**src/rtl/disparity_search_ctrl_if.sv**
```systemverilog
// Handshake bundle between the disparity search controller and its environment
// (request, window issue, correlation return and result channels).
interface disparity_search_ctrl_if #(
   parameter int unsigned DISP_W = 6,
   parameter int unsigned CRL_W  = 21
);
   logic              i_start;
   logic [10:0]       i_col;
   logic              o_ready;
   logic              i_win_ready;
   logic              o_win_valid;
   logic [DISP_W-1:0] o_win_disp;
   logic              i_crl_valid;
   logic [CRL_W-1:0]  i_crl;
   logic              o_disp_valid;
   logic              i_disp_ready;
   logic [DISP_W-1:0] o_disp;
   logic [CRL_W-1:0]  o_min_crl;
   logic              o_err;

   modport slave (
      input  i_start, i_col, i_win_ready, i_crl_valid, i_crl, i_disp_ready,
      output o_ready, o_win_valid, o_win_disp, o_disp_valid, o_disp, o_min_crl, o_err
   );

   modport master (
      output i_start, i_col, i_win_ready, i_crl_valid, i_crl, i_disp_ready,
      input  o_ready, o_win_valid, o_win_disp, o_disp_valid, o_disp, o_min_crl, o_err
   );
endinterface

```
**src/rtl/disparity_search_ctrl.sv**
```systemverilog
// Per-pixel disparity search: issues candidates 0..limit to the window datapath,
// tracks the minimum correlation as results return in order, and presents the winner.
module disparity_search_ctrl #(
   parameter int unsigned MAX_DISP = 32,
   parameter int unsigned DISP_W   = 6,
   parameter int unsigned CRL_W    = 21
) (
   input  logic                    i_clk,
   input  logic                    i_rst,
   disparity_search_ctrl_if.slave  bus
);

   typedef enum logic [1:0] {StIdle, StIssue, StDrain, StDone} state_e;

   // One extra bit so the issue counter can pass limit when limit is the max index.
   localparam int unsigned CntW   = DISP_W + 1;
   localparam logic [10:0] ColMax = 11'(MAX_DISP - 1);

   state_e            state_q, state_d;
   logic [DISP_W-1:0] limit_q, limit_d;
   logic [CntW-1:0]   issue_cnt_q, issue_cnt_d;
   logic [CntW-1:0]   rcv_cnt_q, rcv_cnt_d;
   logic [CRL_W-1:0]  min_q, min_d;
   logic [DISP_W-1:0] best_q, best_d;
   logic [DISP_W-1:0] disp_q, disp_d;
   logic [CRL_W-1:0]  min_crl_q, min_crl_d;
   logic              err_q, err_d;

   logic              searching;
   logic              issue;
   logic              rcv_ok;
   logic              rcv_last;
   logic              issue_last;

   always_comb begin
      state_d     = state_q;
      limit_d     = limit_q;
      issue_cnt_d = issue_cnt_q;
      rcv_cnt_d   = rcv_cnt_q;
      min_d       = min_q;
      best_d      = best_q;
      disp_d      = disp_q;
      min_crl_d   = min_crl_q;
      err_d       = err_q;

      searching  = (state_q == StIssue) || (state_q == StDrain);
      issue      = (state_q == StIssue) && bus.i_win_ready;
      issue_last = issue && (issue_cnt_q == {1'b0, limit_q});
      // A result is only legal while searching and with a candidate outstanding.
      rcv_ok     = searching && bus.i_crl_valid && (rcv_cnt_q < issue_cnt_q);
      rcv_last   = rcv_ok && (rcv_cnt_q == {1'b0, limit_q});

      if (bus.i_crl_valid && !rcv_ok) begin
         err_d = 1'b1;
      end

      if (issue) begin
         issue_cnt_d = issue_cnt_q + CntW'(1);
      end

      if (rcv_ok) begin
         rcv_cnt_d = rcv_cnt_q + CntW'(1);
         if (bus.i_crl < min_q) begin
            min_d  = bus.i_crl;
            best_d = rcv_cnt_q[DISP_W-1:0];
         end
      end

      if (rcv_last) begin
         disp_d    = best_d;
         min_crl_d = min_d;
      end

      unique case (state_q)
         StIdle: begin
            if (bus.i_start) begin
               limit_d     = (bus.i_col > ColMax) ? ColMax[DISP_W-1:0] : bus.i_col[DISP_W-1:0];
               issue_cnt_d = '0;
               rcv_cnt_d   = '0;
               min_d       = '1;
               best_d      = '0;
               state_d     = StIssue;
            end
         end
         StIssue: begin
            if (rcv_last) begin
               state_d = StDone;
            end else if (issue_last) begin
               state_d = StDrain;
            end
         end
         StDrain: begin
            if (rcv_last) begin
               state_d = StDone;
            end
         end
         StDone: begin
            if (bus.i_disp_ready) begin
               state_d = StIdle;
            end
         end
         default: state_d = StIdle;
      endcase
   end

   always_ff @(posedge i_clk) begin
      if (i_rst) begin
         state_q     <= StIdle;
         limit_q     <= '0;
         issue_cnt_q <= '0;
         rcv_cnt_q   <= '0;
         min_q       <= '1;
         best_q      <= '0;
         disp_q      <= '0;
         min_crl_q   <= '0;
         err_q       <= 1'b0;
      end else begin
         state_q     <= state_d;
         limit_q     <= limit_d;
         issue_cnt_q <= issue_cnt_d;
         rcv_cnt_q   <= rcv_cnt_d;
         min_q       <= min_d;
         best_q      <= best_d;
         disp_q      <= disp_d;
         min_crl_q   <= min_crl_d;
         err_q       <= err_d;
      end
   end

   assign bus.o_ready      = (state_q == StIdle);
   assign bus.o_win_valid  = issue;
   assign bus.o_win_disp   = issue_cnt_q[DISP_W-1:0];
   assign bus.o_disp_valid = (state_q == StDone);
   assign bus.o_disp       = disp_q;
   assign bus.o_min_crl    = min_crl_q;
   assign bus.o_err        = err_q;

endmodule
```
**src/flat_wrapper.sv**
```systemverilog
// flat-port wrapper written by rule: the top's interface ports become plain ports
module disparity_search_ctrl_flat 
#(
   parameter int unsigned MAX_DISP = 32,
   parameter int unsigned DISP_W   = 6,
   parameter int unsigned CRL_W    = 21
)
  (i_clk, i_rst, bus_i_start, bus_i_col, bus_i_win_ready, bus_i_crl_valid, bus_i_crl, bus_i_disp_ready, bus_o_ready, bus_o_win_valid, bus_o_win_disp, bus_o_disp_valid, bus_o_disp, bus_o_min_crl, bus_o_err);
  disparity_search_ctrl_if #(.DISP_W(DISP_W), .CRL_W(CRL_W)) bus_i ();
  input  logic i_clk;
  input  logic i_rst;
  input wire logic [$bits(bus_i.i_start)-1:0] bus_i_start;
  input wire logic [$bits(bus_i.i_col)-1:0] bus_i_col;
  input wire logic [$bits(bus_i.i_win_ready)-1:0] bus_i_win_ready;
  input wire logic [$bits(bus_i.i_crl_valid)-1:0] bus_i_crl_valid;
  input wire logic [$bits(bus_i.i_crl)-1:0] bus_i_crl;
  input wire logic [$bits(bus_i.i_disp_ready)-1:0] bus_i_disp_ready;
  output wire logic [$bits(bus_i.o_ready)-1:0] bus_o_ready;
  output wire logic [$bits(bus_i.o_win_valid)-1:0] bus_o_win_valid;
  output wire logic [$bits(bus_i.o_win_disp)-1:0] bus_o_win_disp;
  output wire logic [$bits(bus_i.o_disp_valid)-1:0] bus_o_disp_valid;
  output wire logic [$bits(bus_i.o_disp)-1:0] bus_o_disp;
  output wire logic [$bits(bus_i.o_min_crl)-1:0] bus_o_min_crl;
  output wire logic [$bits(bus_i.o_err)-1:0] bus_o_err;
  assign bus_i.i_start = bus_i_start;
  assign bus_i.i_col = bus_i_col;
  assign bus_i.i_win_ready = bus_i_win_ready;
  assign bus_i.i_crl_valid = bus_i_crl_valid;
  assign bus_i.i_crl = bus_i_crl;
  assign bus_i.i_disp_ready = bus_i_disp_ready;
  assign bus_o_ready = bus_i.o_ready;
  assign bus_o_win_valid = bus_i.o_win_valid;
  assign bus_o_win_disp = bus_i.o_win_disp;
  assign bus_o_disp_valid = bus_i.o_disp_valid;
  assign bus_o_disp = bus_i.o_disp;
  assign bus_o_min_crl = bus_i.o_min_crl;
  assign bus_o_err = bus_i.o_err;
  disparity_search_ctrl #(.MAX_DISP(MAX_DISP), .DISP_W(DISP_W), .CRL_W(CRL_W)) u_core (.i_clk(i_clk), .i_rst(i_rst), .bus(bus_i));
endmodule
```
**config.mk**
```make
export PLATFORM = sky130hd
export DESIGN_NAME = disparity_search_ctrl_flat
export DESIGN_NICKNAME = d
export VERILOG_FILES = /design/src/rtl/disparity_search_ctrl_if.sv /design/src/rtl/disparity_search_ctrl.sv /design/src/flat_wrapper.sv
export SDC_FILE = /design/constraint.sdc
export NUM_CORES = 1
export LEC_CHECK = 0
export CAP_MARGIN = 20
export CORE_ASPECT_RATIO = 2
export CORE_MARGIN = 2
export CORE_UTILIZATION = 56
export DETAILED_ROUTE_END_ITERATION = 8
export DONT_BUFFER_PORTS = 1
export GPL_TIMING_DRIVEN = 0
export MAX_ROUTING_LAYER = met4
export PLACE_DENSITY_LB_ADDON = 0.12
export SYNTH_ARGS = -nofsm -noshare
export SYNTH_HDL_FRONTEND = slang
export SYNTH_SLANG_ARGS = --single-unit
```
**constraint.sdc**
```tcl
create_clock -name i_clk -period 3.45 [get_ports i_clk]
set_input_delay 0.345 -clock i_clk [delete_from_list [all_inputs] [get_ports i_clk]]
set_output_delay 0.345 -clock i_clk [all_outputs]
set_load 0.02 [all_outputs]
```
==> results of run 1 <==
through the flow:
stage	power (mW)	area (um^2)
after CTS	2.20	4240
after floorplan	1.27	3870
after detailed placement	1.37	3980
final	2.17	4240
after global placement	1.36	3980
after global routing	2.27	4240
worst max-delay path by stage:
stage	cells past startpoint	endpoint	slack, ns
after CTS	9	u_core.bus.o_min_crl[3]	0.57
after global placement	9	u_core.bus.o_min_crl[17]	0.63
after global routing	9	u_core.bus.o_min_crl[13]	0.34
after floorplan	8	u_core.bus.o_min_crl[10]	1.24
final	9	u_core.bus.o_min_crl[13]	0.56
after detailed placement	9	u_core.bus.o_min_crl[3]	0.60
placed cells by master (no fill, tap or decap), types with 4 or more instances in the layout:
cell       instances
buf_4              6
inv_1             32
buf_2              4
nand3_1           23
mux2i_1            9
xnor2_1           15
nand2_1           54
a211oi_1           8
clkinv_2           4
clkbuf_1          12
nor2_1            66
nand2b_1           5
a21oi_1            9
a311oi_2          20
ha_1              32
nor3_1             9
clkbuf_16          9
dfxtp_1           77
nand4_1            8
o21ai_0            5
xor2_1             9
final cells by class:
type                       instances  area [um^2]  share of cell area (%)
clock inverter                     5         27.5                   0.650
buffer                            26          165                    3.90
multi-input combinational        302         2040                    48.2
tap                               88          110                    2.60
clock buffer                      11          233                    5.49
inverter                          32          120                    2.83
sequential                        77         1540                    36.4
where the power goes:
group          total (mW)  internal (mW)  switching, mW
Clock               0.827          0.481          0.345
Sequential          0.976          0.928         0.0482
Combinational       0.371          0.142          0.230
flip-flops by register name, indices dropped and copies added, names as in the netlist:
| name | flops |
|---|---|
| u_core.bus.o_disp | 6 |
| u_core.best_q | 6 |
| u_core.limit_q | 6 |
| u_core.state_q | 2 |
| u_core.min_q | 21 |
| u_core.bus.o_err | 1 |
| u_core.issue_cnt_q | 7 |
| u_core.rcv_cnt_q | 7 |
| u_core.bus.o_min_crl | 21 |
layer usage:
layer,global-route usage (%),vias up,wire length [um],share of wire [%]
met5,-,-,0,0
li1,-,1519,-,-
met1,22.0,1479,3010,33
met3,6.49,23,434,4.7
met4,12.8,0,293,3.2
met2,51.9,70,5460,59
logic make-up after synthesis:
family	count (synthesis)	share of synthesized area, %
muxes	9	2.33
buffers and inverters	58	7.38
adders and majority gates	32	10.4
AOI/OAI and AO/OA	56	14.1
xor gates and xnor gates	24	5.44
and+or+nand+nor	181	20.6
DFF	77	39.9
==> results.md, run 1 <==
* Status: finished clean
* # setup viols final at 0
* Leakage power at 1.92 nW
* Antenna diodes at 0
* Port Buffers at 0
* Largest net degree at the start of global routing at 13
* Post-synth top flop: dfxtp_1
* DR WL/cell at 17.0 um
* Worst-Skew Late Latency at 0.33 ns
* GRT overflow at 0
* Die height at 122 um
* H-Tree Depth at 3
* RSZ-0062 raised after global routing: no
* Cells after synthesis at 437
* Worst hold path type: in -> reg
* Final worst setup slack at 0.564 ns
* Synthesized cell area at 3870 um^2
* Final slew viol count at 0
* Iter 0 DRT Violations at 103
* Vias post-DR at 3091
* Synthesized net count at 507
* #FFs+latches synth at 77
* TritonCTS Buffers at 9
* Top post-synthesis cells by count: 77 x dfxtp_1, 66 x nor2_1, 54 x nand2_1
* Async S/R FF share, synth at 0%
* Critical path endpoint category: register
* Crit path max-delay family: compound AO/OA/AOI/OAI gates
* Post-CTS Resized at 0
* Crit path kind: reg -> reg
* Crit-path slowest cell: clkbuf_1
* Worst Path Arrival at 3.12 ns
* Worst Path Required at 3.69 ns
* Worst-path fanout max at 10
* Setup TNS at 0 ns
* Worst hold stages at 2
* GR Util All Layers at 26.3%
* R2R cell count at 9
* R2R Setup Slk at 0.56 ns
* Worst Hold Launch: bus_i_crl_valid
* Area Growth Syn to Fin at 9.58%
* Fmax achieved at 346 MHz
* Worst Clk Skew at 0.00480 ns
* Yosys cell types at 41
* Yosys top cell by area: dfxtp_1
* Non-filler instance count after layout at 541
* Detailed placer's ending HPWL at 7180 um
* Initial Util at 57.9%
* Most common cell in the netlist: dfxtp_1
* Seq/Total Area, Yosys at 39.9%
* Core Rows at 42
* Crit start category: register
* Drt first pass iters at 4
* Postcts setup bufs at 0
* Detailed Route WL at 9190 um
* Pwr per Cell Area at 513 nW/um^2
* Hold Fails Final Rpt at 0
* Crit-path cells: inv_1 > ha_1 > a21o_1 > a31oi_1 > o21ai_1 > nor2_2 > clkbuf_1 > nor2_1 > a311oi_2
* TritonCTS clock tree: built
* Layout fillers at 624
* Slew HR at 45.9%
* Critical R2R Launch: u_core.issue_cnt_q[2]
* Worst hold slack at 0.161 ns
* Initial antenna violation count at 0
* VDD IR-drop max at 0.322 mV
* Number of global-route vias before repair at 3215
* Clock slew at reported path FFs at 0.06 ns
* Max incr delay on CP at 0.50 ns
* Pre-CTS setup slack at 0.599 ns
* DRC at 0
* Nets at 518
* Syn. warnings at 0
* Clk sink count at 77
* First-pass GRT wire length at 14800 um
* Boundary Pins at 75
* Period minus WS final at 2.89 ns
* Die X at 62.8 um
* Fin util at 63.5%
* R2r endpoint: u_core.bus.o_min_crl[13]
* Hold endpoint: u_core.bus.o_err
* Max-Cap Viols at 0
* CP startpoint: u_core.issue_cnt_q[2]
* Routed Antenna Nets at 0
* Core Region at 6670 um^2
* Via density at 5.71
* Layout cells sized above 1 at 10.8%
* EDFF count, synth at 0
* Largest cells by area after synthesis: dfxtp_1 40%, ha_1 10%, a311oi_2 7.8%, nor2_1 6.4%, nand2_1 5.2%
* Die area at 7630 um^2
* Dpl cells at 525
* Post-CTS Hold Buffers at 0
* Slew @ Worst Pin at 0.812 ns
* CTS root buffer: clkbuf_16
* GP Congestion at 0.881
* Buffer depth of the longest clock path at 2
* Fin crit share at 83.7%
* Buf+Inv Stages, Crit Path at 2
* Synthesized area per cell at 8.85 um^2
* Top cell type's share of synthesized area at 39.9%
(Power assumes the default switching activity.)
==> run 2: changes to the inputs <==
==> constraint.sdc (replaced) <==
create_clock -name i_clk -period 2.92 [get_ports i_clk]
set_input_delay 0.292 -clock i_clk [delete_from_list [all_inputs] [get_ports i_clk]]
set_output_delay 0.292 -clock i_clk [all_outputs]
set_load 0.02 [all_outputs]
==> run 2 against run 1 <==
Total power up 18%. Largest power group unchanged. Critical endpoint is now u_core.bus.o_min_crl[3]. Maximum frequency is 6.4% higher. Final cell count is the same. Clock skew is essentially flat.
==> results.md, run 2 (synthesis gave the netlist of run 1 again) <==
* Dpl cells at 525 (unchanged)
* Fin crit share at 92.9% (+9.2 points)
* R2R Setup Slk at 0.21 ns (-0.36 ns)
* Die height at 122 um (unchanged)
* RSZ-0062 raised after global routing: no
* Worst Hold Launch: bus_i_crl_valid
* # setup viols final at 0 (unchanged)
* Worst setup endpoint: u_core.bus.o_min_crl[3]
* R2r endpoint: u_core.bus.o_min_crl[3]
* Crit-path slowest cell: nor2_2
* R2R cell count at 9 (unchanged)
* Setup TNS at 0 ns (unchanged)
* Power Total at 2.57 mW (+18%)
* Pre-CTS setup slack at 0.0689 ns (-0.530 ns)
* Initial antenna violation count at 0 (unchanged)
* TritonCTS clock tree: built
* Port Buffers at 0 (unchanged)
* Routed Antenna Nets at 0 (unchanged)
* Crit start category: register
* Area of placed instances at 3980 um^2 (unchanged)
* Worst-path fanout max at 10 (unchanged)
* Buffer depth of the longest clock path at 2 (unchanged)
* Fmax achieved at 369 MHz (+6.4%)
* Hold Fails Final Rpt at 0 (unchanged)
* Nets at 518 (unchanged)
* CP startpoint: u_core.issue_cnt_q[2]
* Final instance area at 4240 um^2 (about the same)
* GP Congestion at 0.881 (unchanged)
* Commonest non-fill, non-tap cells in the layout: 77 x dfxtp_1, 66 x nor2_1, 54 x nand2_1
* Status: finished clean
* Worst Clk Skew at 0.00511 ns (+0.000311 ns)
* Clk sink count at 77 (unchanged)
* DR WL/cell at 17.0 um (-0.21%)
* GR Util All Layers at 26.3% (unchanged)
* CTS root buffer: clkbuf_16
* Largest net degree at the start of global routing at 13 (unchanged)
* Iter 0 DRT Violations at 94 (-8.7%)
* Boundary Pins at 75 (unchanged)
* Antenna diodes at 0 (unchanged)
* DRC at 0 (unchanged)
* Post-CTS Hold Buffers at 0 (unchanged)
* Fin util at 63.6% (about the same)
* Period minus WS final at 2.71 ns (-0.174 ns)
* Slew @ Worst Pin at 0.814 ns (+0.00196 ns)
* Final worst setup slack at 0.208 ns (-0.356 ns)
* VDD IR-drop max at 0.395 mV (+23%)
* Worst Path Arrival at 2.95 ns (-0.17 ns)
* Max incr delay on CP at 0.40 ns (-0.10 ns)
* H-Tree Depth at 3 (unchanged)
* Core Region at 6670 um^2 (unchanged)
* Layout cells sized above 1 at 11.5% (+0.66 points)
* Pwr per Cell Area at 606 nW/um^2 (+18%)
* Vias post-DR at 3107 (+0.52%)
* TritonCTS Buffers at 9 (unchanged)
* Via density at 5.74 (+0.52%)
* Detailed placer's ending HPWL at 7180 um (unchanged)
* Area Growth Syn to Fin at 9.67% (about the same)
* Drt first pass iters at 4 (unchanged)
* Slew HR at 45.8% (-0.13 points)
* Number of global-route vias before repair at 3215 (unchanged)
* Crit-path cells: inv_1 > ha_1 > a21o_1 > a31oi_1 > o21ai_1 > nor2_2 > clkbuf_2 > nor2_1 > a311oi_2
* Die X at 62.8 um (unchanged)
* Leakage power at 1.93 nW (+0.54%)
* Worst Path Required at 3.16 ns (-0.53 ns)
* Max-Cap Viols at 0 (unchanged)
* Crit path kind: reg -> reg
* Non-filler instance count after layout at 541 (unchanged)
* Clock slew at reported path FFs at 0.06 ns (about the same)
* Die area at 7630 um^2 (unchanged)
* GRT overflow at 0 (unchanged)
* Layout fillers at 623 (-0.16%)
* Final slew viol count at 0 (unchanged)
* Detailed Route WL at 9170 um (-0.21%)
* Critical path endpoint category: register
* Commonest non-fill, non-tap cell in the layout: dfxtp_1
* Worst hold path type: in -> reg
* Initial Util at 57.9% (unchanged)
* First-pass GRT wire length at 14800 um (unchanged)
* Critical R2R Launch: u_core.issue_cnt_q[2]
* Worst-Skew Late Latency at 0.33 ns (about the same)
* Worst hold slack at 0.107 ns (-0.0538 ns)
* Core Rows at 42 (unchanged)
## run 2: layer usage
metal / global-route usage [%] / routed length [um] / up-vias
met4: 12.8 / 293 / 0
met2: 51.9 / 5440 / 77
met5: - / 0 / -
met1: 22.0 / 2980 / 1487
met3: 6.49 / 463 / 23
li1: - / - / 1520
## run 2: how the worst min path moves through the flow
stage	endpoint	slack, ns	cells past startpoint
2_1_floorplan	u_core.bus.o_err	0.43	2
3_3_place_gp	u_core.bus.o_err	0.44	2
3_5_place_dp	u_core.bus.o_err	0.45	2
4_1_cts	u_core.bus.o_err	0.1	2
5_1_grt	u_core.min_q[9]	0.12	2
6_report	u_core.bus.o_err	0.11	2
## run 2: layout make-up
cell class                      count  area (um^2)  share of cell area, %
Tap cell                           88          110                   2.60
Clock buffer                       11          233                   5.49
Inverter                           32          120                   2.83
Multi-Input combinational cell    302         2040                   48.1
Buffer                             26          169                   3.98
Clock inverter                      5         27.5                  0.649
Sequential cell                    77         1540                   36.3
## run 2: repair_timing
| item | in CTS | in global routing |
|---|---|---|
| setup endpoints to repair | 0 | 22 |
| setup buffers | 0 | 0 |
| resized for setup | 0 | 6 |
## run 2: where the power goes
| group | switching (mW) | internal (mW) |
|---|---|---|
| Clock | 0.411 | 0.569 |
| Combinational | 0.271 | 0.168 |
| Sequential | 0.0569 | 1.10 |
| Total | 0.739 | 1.83 |
## run 2: worst max-delay path: cells and delay by family, from the launching register on
kind | cells | cell delay (ns)
AND/OR/NAND/NOR | 2 | 0.49
buffers and inverters | 2 | 0.44
AO/OA/AOI/OAI | 4 | 0.96
flip-flops | 1 | 0.39
adder cells (fa/ha/maj) | 1 | 0.32
==> variant, RTL diff (settings of run 1) <==
The 4 states of `state_e` get a one-hot encoding in 4 bits.
--- a/src/rtl/disparity_search_ctrl.sv
+++ b/src/rtl/disparity_search_ctrl.sv
@@ -12,3 +12,3 @@
 
-   typedef enum logic [1:0] {StIdle, StIssue, StDrain, StDone} state_e;
+   typedef enum logic [3:0] {StIdle = 4'b0001, StIssue = 4'b0010, StDrain = 4'b0100, StDone = 4'b1000} state_e;
 
Check against the original RTL: same outputs for any inputs over 4 cycles, from zero or initial values and one cycle with i_rst high; so few cycles prove little.
==> variant against run 1 <==
Sequential cell count increased by 2. Highest routed layer unchanged. Cell area is 6.3% higher. Critical endpoint is now u_core.bus.o_min_crl[15]. Total power is 4.7% higher. Global-route usage is 3.7 points higher. Area after synthesis up 6.2%. Setup slack worse by 0.092 ns. Die area is 5.9% higher. Critical path depth did not move. Routed wire length rose by 21%.
==> variant: results (changes against run 1) <==
Seq/Total Area, Yosys - 38.5% (-1.4 points)
Routability Congestion - 0.847 (-3.9%)
Diodes inserted - 0 (unchanged)
Post-synthesis cell type count - 45 (+9.8%)
Nets - 566 (+9.3%)
End of the critical path - u_core.bus.o_min_crl[15]
Top cells by count, synth - 79 x dfxtp_1, 52 x nand3_1, 51 x nor2_1
Async SR Flop Fraction - 0% (unchanged)
Status - finished, final reports clean
Top cell type's share of synthesized area - 38.5% (-1.4 points)
Fin. max-slew vios - 0 (unchanged)
Yosys warns - 0 (unchanged)
Antenna violations before repair - 0 (unchanged)
Worst Reg-to-Reg Cells - 9 (unchanged)
DP Worst Slack - 0.457 ns (-0.142 ns)
Startpoint types - flop
Main area contributors after synthesis - dfxtp_1 39%, ha_1 8.5%, nand3_1 6.3%
Post-synthesis mux area share - 0.244% (-2.1 points)
Gr usage total - 29.9% (+3.7 points)
HPWL after detailed placement - 8.46 mm (+18%)
Register clock-pin slew on the reported worst setup and hold paths - 0.06 ns (about the same)
F_max - 336 MHz (-3.1%)
Layout cells sized above 1 - 10.7% (-0.12 points)
CP arrival - 3.23 ns (+0.11 ns)
CTS Root Cell - clkbuf_16
ANT nets after route - 0 (unchanged)
Largest net degree at the start of global routing - 15 (+2)
Post-CTS repair timing setup buffer count - 0 (unchanged)
CTS resizes - 0 (unchanged)
Via-per-instance ratio - 6.01 (+5.2%)
Post-Synth Adder-Cell Area - 8.53% (-1.8 points)
Pre-antenna DRT Iters - 4 (unchanged)
Vias in the first global route - 3,673 (+14%)
IO buf count - 0 (unchanged)
Reg2Reg Launch Point - u_core.min_q[20]
First-pass GRT wire length - 17.9 mm (+21%)
Clock Path Buffers - 2 (unchanged)
Syn nets - 555 (+9.5%)
H-tree level count - 3 (unchanged)
Skew final - 0.00722 ns (+0.00242 ns)
Slew margin rel. - 27.2% (-19 points)
Post-synth EDFFs - 0 (unchanged)
Hold Crit Class - input pin to flop
Drt total wl - 11.1 mm (+21%)
R2R Setup Slk - 0.47 ns (-0.09 ns)
Post-synthesis xor/xnor area fraction - 4.90% (-0.53 points)
Peak VDD IR - 0.363 mV (+13%)
TritonCTS buffer count - 9 (unchanged)
Critical path peak fanout - 10 (unchanged)
Synth Area in Compound Gates - 17.8% (+3.7 points)
Worst-Skew Late Latency - 0.35 ns (+0.02 ns)
P_leak - 1.85 nW (-3.6%)
Iter 0 DRT Violations - 227 (+120%)
variant: critical path: stages (launching register included):
cell and delay (ns):
dfxtp_1 0.36, inv_1 0.06, ha_1 0.30, nand4_1 0.15, nor4_1 0.55, o211ai_1 0.28, o211ai_2 0.34, clkbuf_1 0.38
o21ai_0 0.18, a311oi_1 0.28
variant: worst min path at each step:
stage / start / to / slack [ns] / cells past startpoint
floorplan: u_core.best_q[0] / u_core.bus.o_disp[0] / 0.45 / 2
global placement: u_core.best_q[3] / u_core.best_q[3] / 0.46 / 2
detailed placement: u_core.best_q[3] / u_core.best_q[3] / 0.47 / 2
CTS: bus_i_col[3] / u_core.limit_q[3] / 0.15 / 2
global route: bus_i_col[3] / u_core.limit_q[3] / 0.15 / 2
finish: bus_i_col[0] / u_core.limit_q[0] / 0.14 / 2
variant: cell families (layout without fill, tap and decap cells):
group           count (synthesis)  after routing
simple gates                  187            187
compound gates                103            103
flops                          79             79
buf+inv                        68             84
fa+ha+maj                      28             28
xor+xnor                       23             23
mux                             1              1
variant: per-stage QoR:
step	instance area, µm²	std cells	util [%]
2_1_floorplan	4110	489	-
3_3_place_gp	4220	581	58.6
3_5_place_dp	4220	581	58.6
4_1_cts	4510	597	62.5
5_1_grt	4510	597	62.5
6_report	4510	597	62.5
variant: area by class of cell:
cell class              count  area [µm²]
plain buffers              38         218
clock buffers              10         239
clock inverters             6        45.0
fillers                   679        2710
inverters                  30         113
multi-input cells         342        2200
flip-flops and latches     79        1580
well taps                  92         115
variant: routing by layer:
layer / vias to the layer above / part of all wire [%] / track usage [%]
met5: - / 0 / -
met4: 0 / 4.2 / 15.9
met3: 27 / 3.9 / 5.85
met2: 88 / 57 / 55.0
met1: 1730 / 35 / 28.2
li1: 1745 / - / -
variant: where the power goes:
part	internal [mW]	leakage, nW	switching (mW)
Sequential	0.951	0.639	0.0552
Combinational	0.142	1.08	0.216
Clock	0.509	0.131	0.402
Total	1.60	1.85	0.674
